File: src/rtl/mac_sequencer_if.sv
// Handshake and data bundle between the MAC sequencer, the operand files, the MAC and the result store.
// master = sequencer side, slave = environment side.
interface mac_sequencer_if #(
  parameter int ADDR_W = 4
);
  logic              start;
  logic              busy;
  logic              done;
  logic [ADDR_W-1:0] a_addr;
  logic [ADDR_W-1:0] b_addr;
  logic              mac_clear;
  logic              mac_load;
  logic [7:0]        mac_o;
  logic [ADDR_W-1:0] c_addr;
  logic [7:0]        c_wdata;
  logic              c_we;
  logic              c_ready;

  modport master (
    input  start, mac_o, c_ready,
    output busy, done, a_addr, b_addr, mac_clear, mac_load, c_addr, c_wdata, c_we
  );

  modport slave (
    output start, mac_o, c_ready,
    input  busy, done, a_addr, b_addr, mac_clear, mac_load, c_addr, c_wdata, c_we
  );
endinterface

File: src/rtl/mac_sequencer.sv
// Steps a single 4x4-bit MAC through an N x N matrix product C = A*B, one C element per N+2 cycles.
// Optional PERF_CNT_EN adds a saturating busy-cycle counter on cycle_cnt.
module mac_sequencer #(
  parameter int N      = 4,
  parameter int ADDR_W = 4
) (
  input  logic               clk,
  input  logic               rst_n,
  mac_sequencer_if.master    bus
`ifdef PERF_CNT_EN
  ,
  output logic [15:0]        cycle_cnt
`endif
);

  localparam int IDX_W = (N > 1) ? $clog2(N) : 1;
  localparam logic [IDX_W-1:0] LAST = IDX_W'(N - 1);

  typedef enum logic [2:0] {
    S_IDLE, S_CLEAR, S_FEED, S_DRAIN, S_WRITE, S_DONE
  } state_e;

  state_e           state_q, state_d;
  logic [IDX_W-1:0] i_q, i_d, j_q, j_d, k_q, k_d;
  logic             busy_w, done_w, clear_w, load_w, we_w;

  // NOTE: sequential state uses non-blocking assignments so every flop samples pre-edge values.
  always_ff @(posedge clk or negedge rst_n) begin
    if (!rst_n) begin
      state_q <= S_IDLE;
      i_q     <= '0;
      j_q     <= '0;
      k_q     <= '0;
    end else begin
      state_q <= state_d;
      i_q     <= i_d;
      j_q     <= j_d;
      k_q     <= k_d;
    end
  end

  // NOTE: every comb output gets a default first, so no path leaves a value unassigned (no latch).
  always_comb begin
    state_d = state_q;
    i_d     = i_q;
    j_d     = j_q;
    k_d     = k_q;
    unique case (state_q)
      S_IDLE: begin
        if (bus.start) begin
          state_d = S_CLEAR;
          i_d     = '0;
          j_d     = '0;
          k_d     = '0;
        end
      end
      S_CLEAR: begin
        if (N > 1) begin
          state_d = S_FEED;
          k_d     = IDX_W'(1);
        end else begin
          state_d = S_DRAIN;
        end
      end
      S_FEED: begin
        // k stays at N-1 through DRAIN so the addresses hold.
        if (k_q == LAST) state_d = S_DRAIN;
        else             k_d     = k_q + IDX_W'(1);
      end
      S_DRAIN: state_d = S_WRITE;
      S_WRITE: begin
        if (bus.c_ready) begin
          k_d = '0;
          if (j_q == LAST) begin
            j_d = '0;
            if (i_q == LAST) begin
              i_d     = '0;
              state_d = S_DONE;
            end else begin
              i_d     = i_q + IDX_W'(1);
              state_d = S_CLEAR;
            end
          end else begin
            j_d     = j_q + IDX_W'(1);
            state_d = S_CLEAR;
          end
        end
      end
      S_DONE:  state_d = S_IDLE;
      default: state_d = S_IDLE;
    endcase
  end

  always_comb begin
    busy_w  = 1'b0;
    done_w  = 1'b0;
    clear_w = 1'b0;
    load_w  = 1'b0;
    we_w    = 1'b0;
    unique case (state_q)
      S_CLEAR: begin busy_w = 1'b1; clear_w = 1'b1; end
      S_FEED:  begin busy_w = 1'b1; load_w  = 1'b1; end
      S_DRAIN: begin busy_w = 1'b1; load_w  = 1'b1; end
      S_WRITE: begin busy_w = 1'b1; we_w    = 1'b1; end
      S_DONE:  done_w = 1'b1;
      default: ;
    endcase
  end

  assign bus.busy      = busy_w;
  assign bus.done      = done_w;
  assign bus.mac_clear = clear_w;
  assign bus.mac_load  = load_w;
  assign bus.c_we      = we_w;
  assign bus.c_wdata   = we_w ? bus.mac_o : 8'd0;
  assign bus.a_addr    = ADDR_W'(i_q) * ADDR_W'(N) + ADDR_W'(k_q);
  assign bus.b_addr    = ADDR_W'(k_q) * ADDR_W'(N) + ADDR_W'(j_q);
  assign bus.c_addr    = ADDR_W'(i_q) * ADDR_W'(N) + ADDR_W'(j_q);

`ifdef PERF_CNT_EN
  logic [15:0] cnt_q, cnt_d;

  always_comb begin
    cnt_d = cnt_q;
    if (state_q == S_IDLE && bus.start)   cnt_d = '0;
    else if (busy_w && cnt_q != 16'hFFFF) cnt_d = cnt_q + 16'd1;
  end

  always_ff @(posedge clk or negedge rst_n) begin
    if (!rst_n) cnt_q <= '0;
    else        cnt_q <= cnt_d;
  end

  assign cycle_cnt = cnt_q;
`endif

endmodule

File: src/flat_wrapper.sv
// flat-port wrapper written by rule: the top's interface ports become plain ports
module mac_sequencer_flat 
#(
  parameter int N      = 4,
  parameter int ADDR_W = 4
)
  (clk, rst_n, bus_start, bus_mac_o, bus_c_ready, bus_busy, bus_done, bus_a_addr, bus_b_addr, bus_mac_clear, bus_mac_load, bus_c_addr, bus_c_wdata, bus_c_we);
  mac_sequencer_if #(.ADDR_W(ADDR_W)) bus_i ();
  input  logic clk;
  input  logic rst_n;
  input wire logic [$bits(bus_i.start)-1:0] bus_start;
  input wire logic [$bits(bus_i.mac_o)-1:0] bus_mac_o;
  input wire logic [$bits(bus_i.c_ready)-1:0] bus_c_ready;
  output wire logic [$bits(bus_i.busy)-1:0] bus_busy;
  output wire logic [$bits(bus_i.done)-1:0] bus_done;
  output wire logic [$bits(bus_i.a_addr)-1:0] bus_a_addr;
  output wire logic [$bits(bus_i.b_addr)-1:0] bus_b_addr;
  output wire logic [$bits(bus_i.mac_clear)-1:0] bus_mac_clear;
  output wire logic [$bits(bus_i.mac_load)-1:0] bus_mac_load;
  output wire logic [$bits(bus_i.c_addr)-1:0] bus_c_addr;
  output wire logic [$bits(bus_i.c_wdata)-1:0] bus_c_wdata;
  output wire logic [$bits(bus_i.c_we)-1:0] bus_c_we;
  assign bus_i.start = bus_start;
  assign bus_i.mac_o = bus_mac_o;
  assign bus_i.c_ready = bus_c_ready;
  assign bus_busy = bus_i.busy;
  assign bus_done = bus_i.done;
  assign bus_a_addr = bus_i.a_addr;
  assign bus_b_addr = bus_i.b_addr;
  assign bus_mac_clear = bus_i.mac_clear;
  assign bus_mac_load = bus_i.mac_load;
  assign bus_c_addr = bus_i.c_addr;
  assign bus_c_wdata = bus_i.c_wdata;
  assign bus_c_we = bus_i.c_we;
  mac_sequencer #(.N(N), .ADDR_W(ADDR_W)) u_core (.clk(clk), .rst_n(rst_n), .bus(bus_i));
endmodule
File: config.mk
export PLATFORM = sky130hd
export DESIGN_NAME = mac_sequencer_flat
export DESIGN_NICKNAME = d
export VERILOG_FILES = /design/src/rtl/mac_sequencer_if.sv /design/src/rtl/mac_sequencer.sv /design/src/flat_wrapper.sv
export SDC_FILE = /design/constraint.sdc
export NUM_CORES = 1
export LEC_CHECK = 0
export ABC_AREA = 1
export CAP_MARGIN = 40
export CORE_MARGIN = 10
export CORE_UTILIZATION = 39
export CTS_BUF_LIST = sky130_fd_sc_hd__clkbuf_8
export CTS_CLUSTER_DIAMETER = 30
export CTS_CLUSTER_SIZE = 40
export DETAILED_ROUTE_END_ITERATION = 8
export GPL_TIMING_DRIVEN = 0
export PLACE_DENSITY = 0.86
export SYNTH_ARGS = -nofsm -noshare
export SYNTH_HDL_FRONTEND = slang
export SYNTH_SLANG_ARGS = --single-unit
File: constraint.sdc
create_clock -name clk -period 1.3 [get_ports clk]
set_input_delay 0.26 -clock clk [delete_from_list [all_inputs] [get_ports clk]]
set_output_delay 0.26 -clock clk [all_outputs]
set_load 0.005 [all_outputs]
### Word level (Yosys, flattened, before mapping)

Index checks and enable logic that the tools add are counted.

| storage, ports and cells | value |
|---|---|
| register bits | 9 |
| logic and storage cells | 55 |
| input bits | 12 |
| output and inout port bits | 25 |

| operators by class | value |
|---|---|
| add/sub/neg operators | 6 |
| eq/ne operators | 13 |
| multiplexer cells | 23 |
| reductions and logical operators | 9 |

Operators by type and width:

| kind | count |
|---|---|
| 2-bit 2-to-1 mux | 8 |
| 3-bit 2-to-1 mux | 5 |
| 3-bit case mux with 5 select lines | 1 |
| 4-bit by 2-bit adder with 4-bit output | 3 |
| 8-bit 2-to-1 mux | 1 |
| 2-bit case mux with 2 select lines | 2 |
| 2-bit case mux with 4 select lines | 1 |
| 4-bit AND reduction | 2 |
| 2-bit by 1-bit adder with 2-bit output, second input constant | 3 |
| 2-bit == test, second input constant | 3 |
| 3-bit by 2-bit == test with 1-bit output, second input constant | 2 |
| 3-bit == test, second input constant | 2 |
| 2-bit inequality test, second input constant | 3 |
| 3-bit AND reduction | 2 |
| 1-bit 2-to-1 mux | 5 |
| 2-bit by 1-bit inequality test with 1-bit output, second input constant | 2 |
| 4-bit nonzero test | 1 |
| 4-bit OR reduction | 1 |
| 3-bit by 1-bit == test with 1-bit output, second input constant | 1 |
| 3-bit logical NOT | 1 |
| 2-bit nonzero test | 1 |
| 2-bit OR reduction | 1 |

### Longest topological paths before layout

| depth | value |
|---|---|
| depth in word-level cells | 5 |
| gate-level depth with buffers | 6 |
| depth with buffers taken out | 6 |

### Worst setup path before layout

No wires, ideal clock.

| path | value |
|---|---|
| path kind | register -> output |
| from | register u_core.state_q[1] |
| to | output port bus_c_wdata[0] |
| stages on the path, launching flop included | 5 |
| arrival | 0.939 ns |
| buffers on the path | 1 |
| required time | 1.040 ns |
| slack | 0.101 ns |
| path through | dfrtp_1 -> nor2_4 -> nand2_2 -> buf_6 -> nor2_1 |

| on the way | value |
|---|---|
| longest elaborated chain between the ends | 3 |

Ends and longest elaborated chain:

| item | line | source |
|---|---|---|
| start: declaration | mac_sequencer.sv:23 | `state_e state_q, state_d;` |
| start signal: assignment | mac_sequencer.sv:35 | `state_q <= state_d;` |
| 3-bit == test | mac_sequencer.sv:100 | `unique case (state_q)` |
| 1-bit 2-to-1 mux | mac_sequencer.sv:100 |  |
| 8-bit 2-to-1 mux | mac_sequencer.sv:115 | `assign bus.c_wdata = we_w ? bus.mac_o : 8'd0;` |
| end: declaration | flat_wrapper.sv:21 | `output wire logic [$bits(bus_i.c_wdata)-1:0] bus_c_wdata;` |

Every way passes these cells.

### Worst setup path after layout

| path | value |
|---|---|
| from | register u_core.state_q[2] |
| to | output port bus_busy |

| on the way | value |
|---|---|
| longest elaborated chain between the ends | 3 |
| elaborated cells on any way between the ends | 6 |
| classes of those cells | 4 x eq/ne; 1 x mux; 1 x reduce/logical |

Ends and longest elaborated chain:

| item | line | source |
|---|---|---|
| 3-bit by 2-bit == test with 1-bit output, or another cell as far along | mac_sequencer.sv:100 |  |
| 4-bit OR reduction (no source line) * | -- |  |
| 1-bit 2-to-1 mux * | mac_sequencer.sv:100 |  |
| end: declaration | flat_wrapper.sv:14 | `output wire logic [$bits(bus_i.busy)-1:0] bus_busy;` |

Mark *: on every way between the ends. The rest lies on a longest branch, timed or not.

==> results.ini <==
[timing]
clock.fmax_mhz = 655
rsz0062_at_grt = yes
fin_ws_ns = -0.226
period_needed_ns = 1.53
finClkSkew_ns = 0.00167
setup_tns_ns = -1.93
slew_headroom_pct = 72.7
tightest_slew_ns = 0.408
final_hold_viol_count = 0
whs_ns = 0.329
setup_violations = 15
finalCritPeriodShare_pct = 117
drv_slew = 0

[logic_synthesis]
synth_top_cell_by_area = dfrtp_1
synth_edf_count = 0
synth_area_leaders = dfrtp_1 34%, nand2_1 11%, inv_1 9.0%
syn-num-nets = 112
syn_avg_cell_area_sq_um = 6.89
synthCells = 97
ys_ff_latch = 9
synth-main-ff-cell = dfrtp_1
yosysWarnings = 0
synthDistinctLibCells = 17
synth_top_area_share_pct = 33.7
seq_area_frac_synth_pct = 33.7
yosysMostFrequentCell = nand2_1
syn_area_sq_um = 668
synth-async-reset-ratio_pct = 100
synth_commonest_cells = 20 x nand2_1, 16 x inv_1, 15 x nor2_1, 9 x dfrtp_1, 8 x o21ai_0

[run_status]
status = finished with violations
violations = setup timing

[clock_network]
clk_pin_slew_worst_paths_ns = 0.05
cts_sinks = 9
cts-buffers-inserted = 3
htree_levels = 1
cts.root.buffer_cell = clkbuf_8
tritoncts = yes
clk_path_buf_depth = 2
clk_latency_ns = 0.23
holdBufCountCts = 0

[floorplanning]
die_x_um = 61.4
die_area_sq_mm = 0.00377
io_pins = 37
start_util_pct = 42.9
fp.dieH_um = 61.4
core_sq_mm = 0.00156
rows = 14

[power]
p_leak_uw = 0.000746
power_density_mw_per_mm2 = 2180
vdd_drop_max_v = 0.00166
power_uw = 2850

[finish]
synthToLayoutAreaGrowth_pct = 95.9
utilization_pct = 83.9
nNetsFinal = 170
drive_above_1_share_pct = 45.5
antenna_cells = 0

[routing]
firstDrtPassIters = 5
vias = 819
met3_length_um = 138
met1_length_mm = 1.13
wl_per_cell_um = 16.1
ant_nets = 0
maxUsedRoutingLayer = met4
drc = 0
via_per_inst = 4.82
initialDrtViolationCount = 22
drt_wl_total_mm = 2.74
route.met2.wl_mm = 1.44

[place]
io_buffers = 36
gp_congestion = 0.756
dp_slack_ns = -0.489
place.detailed.hpwl_mm = 1.72

[worst_setup_path]
r2r-end = u_core.k_q[1]
crit_type = flop to output port
arrival_ns = 1.27
crit_fanout = 5
worst_r2r_path_depth = 7
end_kind = output port
rr_startpoint = u_core.state_q[2]
required_ns = 1.04
startpoint_type = flop
r2r_slack_ns = -0.01

[grt]
grt_pass1_wl_mm = 3.71
grt_max_degree = 10
grtUsageTotal_pct = 13.2
grt_pass1_vias = 778
overflow = 0
antenna_found_initial = 0

[hold_path]
hold_class = input pin to asynchronous set/reset pin

[flow_run]
max_cap_viol_count = 0

## cells in the final DEF, fill, tap and decap left out, drive strengths merged
cell	instances
nand3	5
nor2	18
nor3	4
clkdlybuf4s15	5
clkbuf	3
nand2	23
clkdlybuf4s50	11
ha	3
nand4	1
dfrtp	9
buf	36
dlygate4sd2	8
inv	18
o21ai	10
## final cells by class
class	instances	area, sq um
fillers	93	250
well taps	16	20.0
clock inverters	1	3.75
flip-flops and latches	9	229
inverters	17	71.3
clock buffers	3	41.3
plain buffers	6	48.8
repair buffers	54	452
multi-input cells	64	443
## through the flow
stage          area (sq um)  instances
2_1_floorplan           668         97
3_3_place_gp           1050        149
3_5_place_dp           1050        149
4_1_cts                1210        170
5_1_grt                1310        170
6_report               1310        170
## layer usage
| metal | up-vias | track usage [%] |
|---|---|---|
| met5 | - | 0 |
| met3 | 4 | 2.26 |
| met1 | 378 | 14.4 |
| li1 | 407 | - |
| met2 | 30 | 23.8 |
| met4 | 0 | 6.69 |
## worst max path at each step
| stage | startpoint | slack, ns | endpoint | cells past startpoint |
|---|---|---|---|---|
| floorplan | u_core.state_q[1] | 0.10 | bus_c_wdata[0] | 4 |
| global placement | u_core.state_q[1] | -0.46 | bus_c_wdata[5] | 5 |
| detailed placement | u_core.state_q[1] | -0.49 | bus_c_wdata[7] | 5 |
| CTS | u_core.state_q[1] | -0.18 | bus_c_wdata[6] | 5 |
| global route | u_core.state_q[2] | -0.26 | bus_busy | 5 |
| finish | u_core.state_q[2] | -0.23 | bus_busy | 5 |
## where the power goes
| part | internal, uW | total [uW] | switching (uW) | leakage [uW] |
|---|---|---|---|---|
| registers | 398 | 523 | 124 | 0.000116 |
| clock network | 205 | 314 | 109 | 0.0000269 |
| logic | 991 | 2010 | 1020 | 0.000603 |
## timing repair
item,in CTS,in global routing
resized for setup,86,26
pin swaps,6,6
cloned,1,0
endpoints found under the setup margin,26,25
setup buffers,16,4
## registers in the layout (all words and copies together), names as in the netlist
signal and cells:
u_core.i_q 2, u_core.j_q 2, u_core.k_q 2, u_core.state_q 3
## kinds of logic (layout without fill, tap and decap cells)
group | count (synthesis) | after routing | synth area share [%]
AO/OA/AOI/OAI | 10 | 10 | 7.49
buffers and inverters | 24 | 81 | 18.0
flip-flops | 9 | 9 | 33.7
adder cells (fa/ha/maj) | 3 | 3 | 5.62
AND/OR/NAND/NOR | 51 | 51 | 35.2
## critical path: stages (launching register included)
cell and delay [ns]:
dfrtp_2 0.43, buf_6 0.13, nand2_4 0.08, buf_6 0.12
nand4_1 0.12, buf_2 0.15
Note: power is estimated with default switching activity, not from simulation.
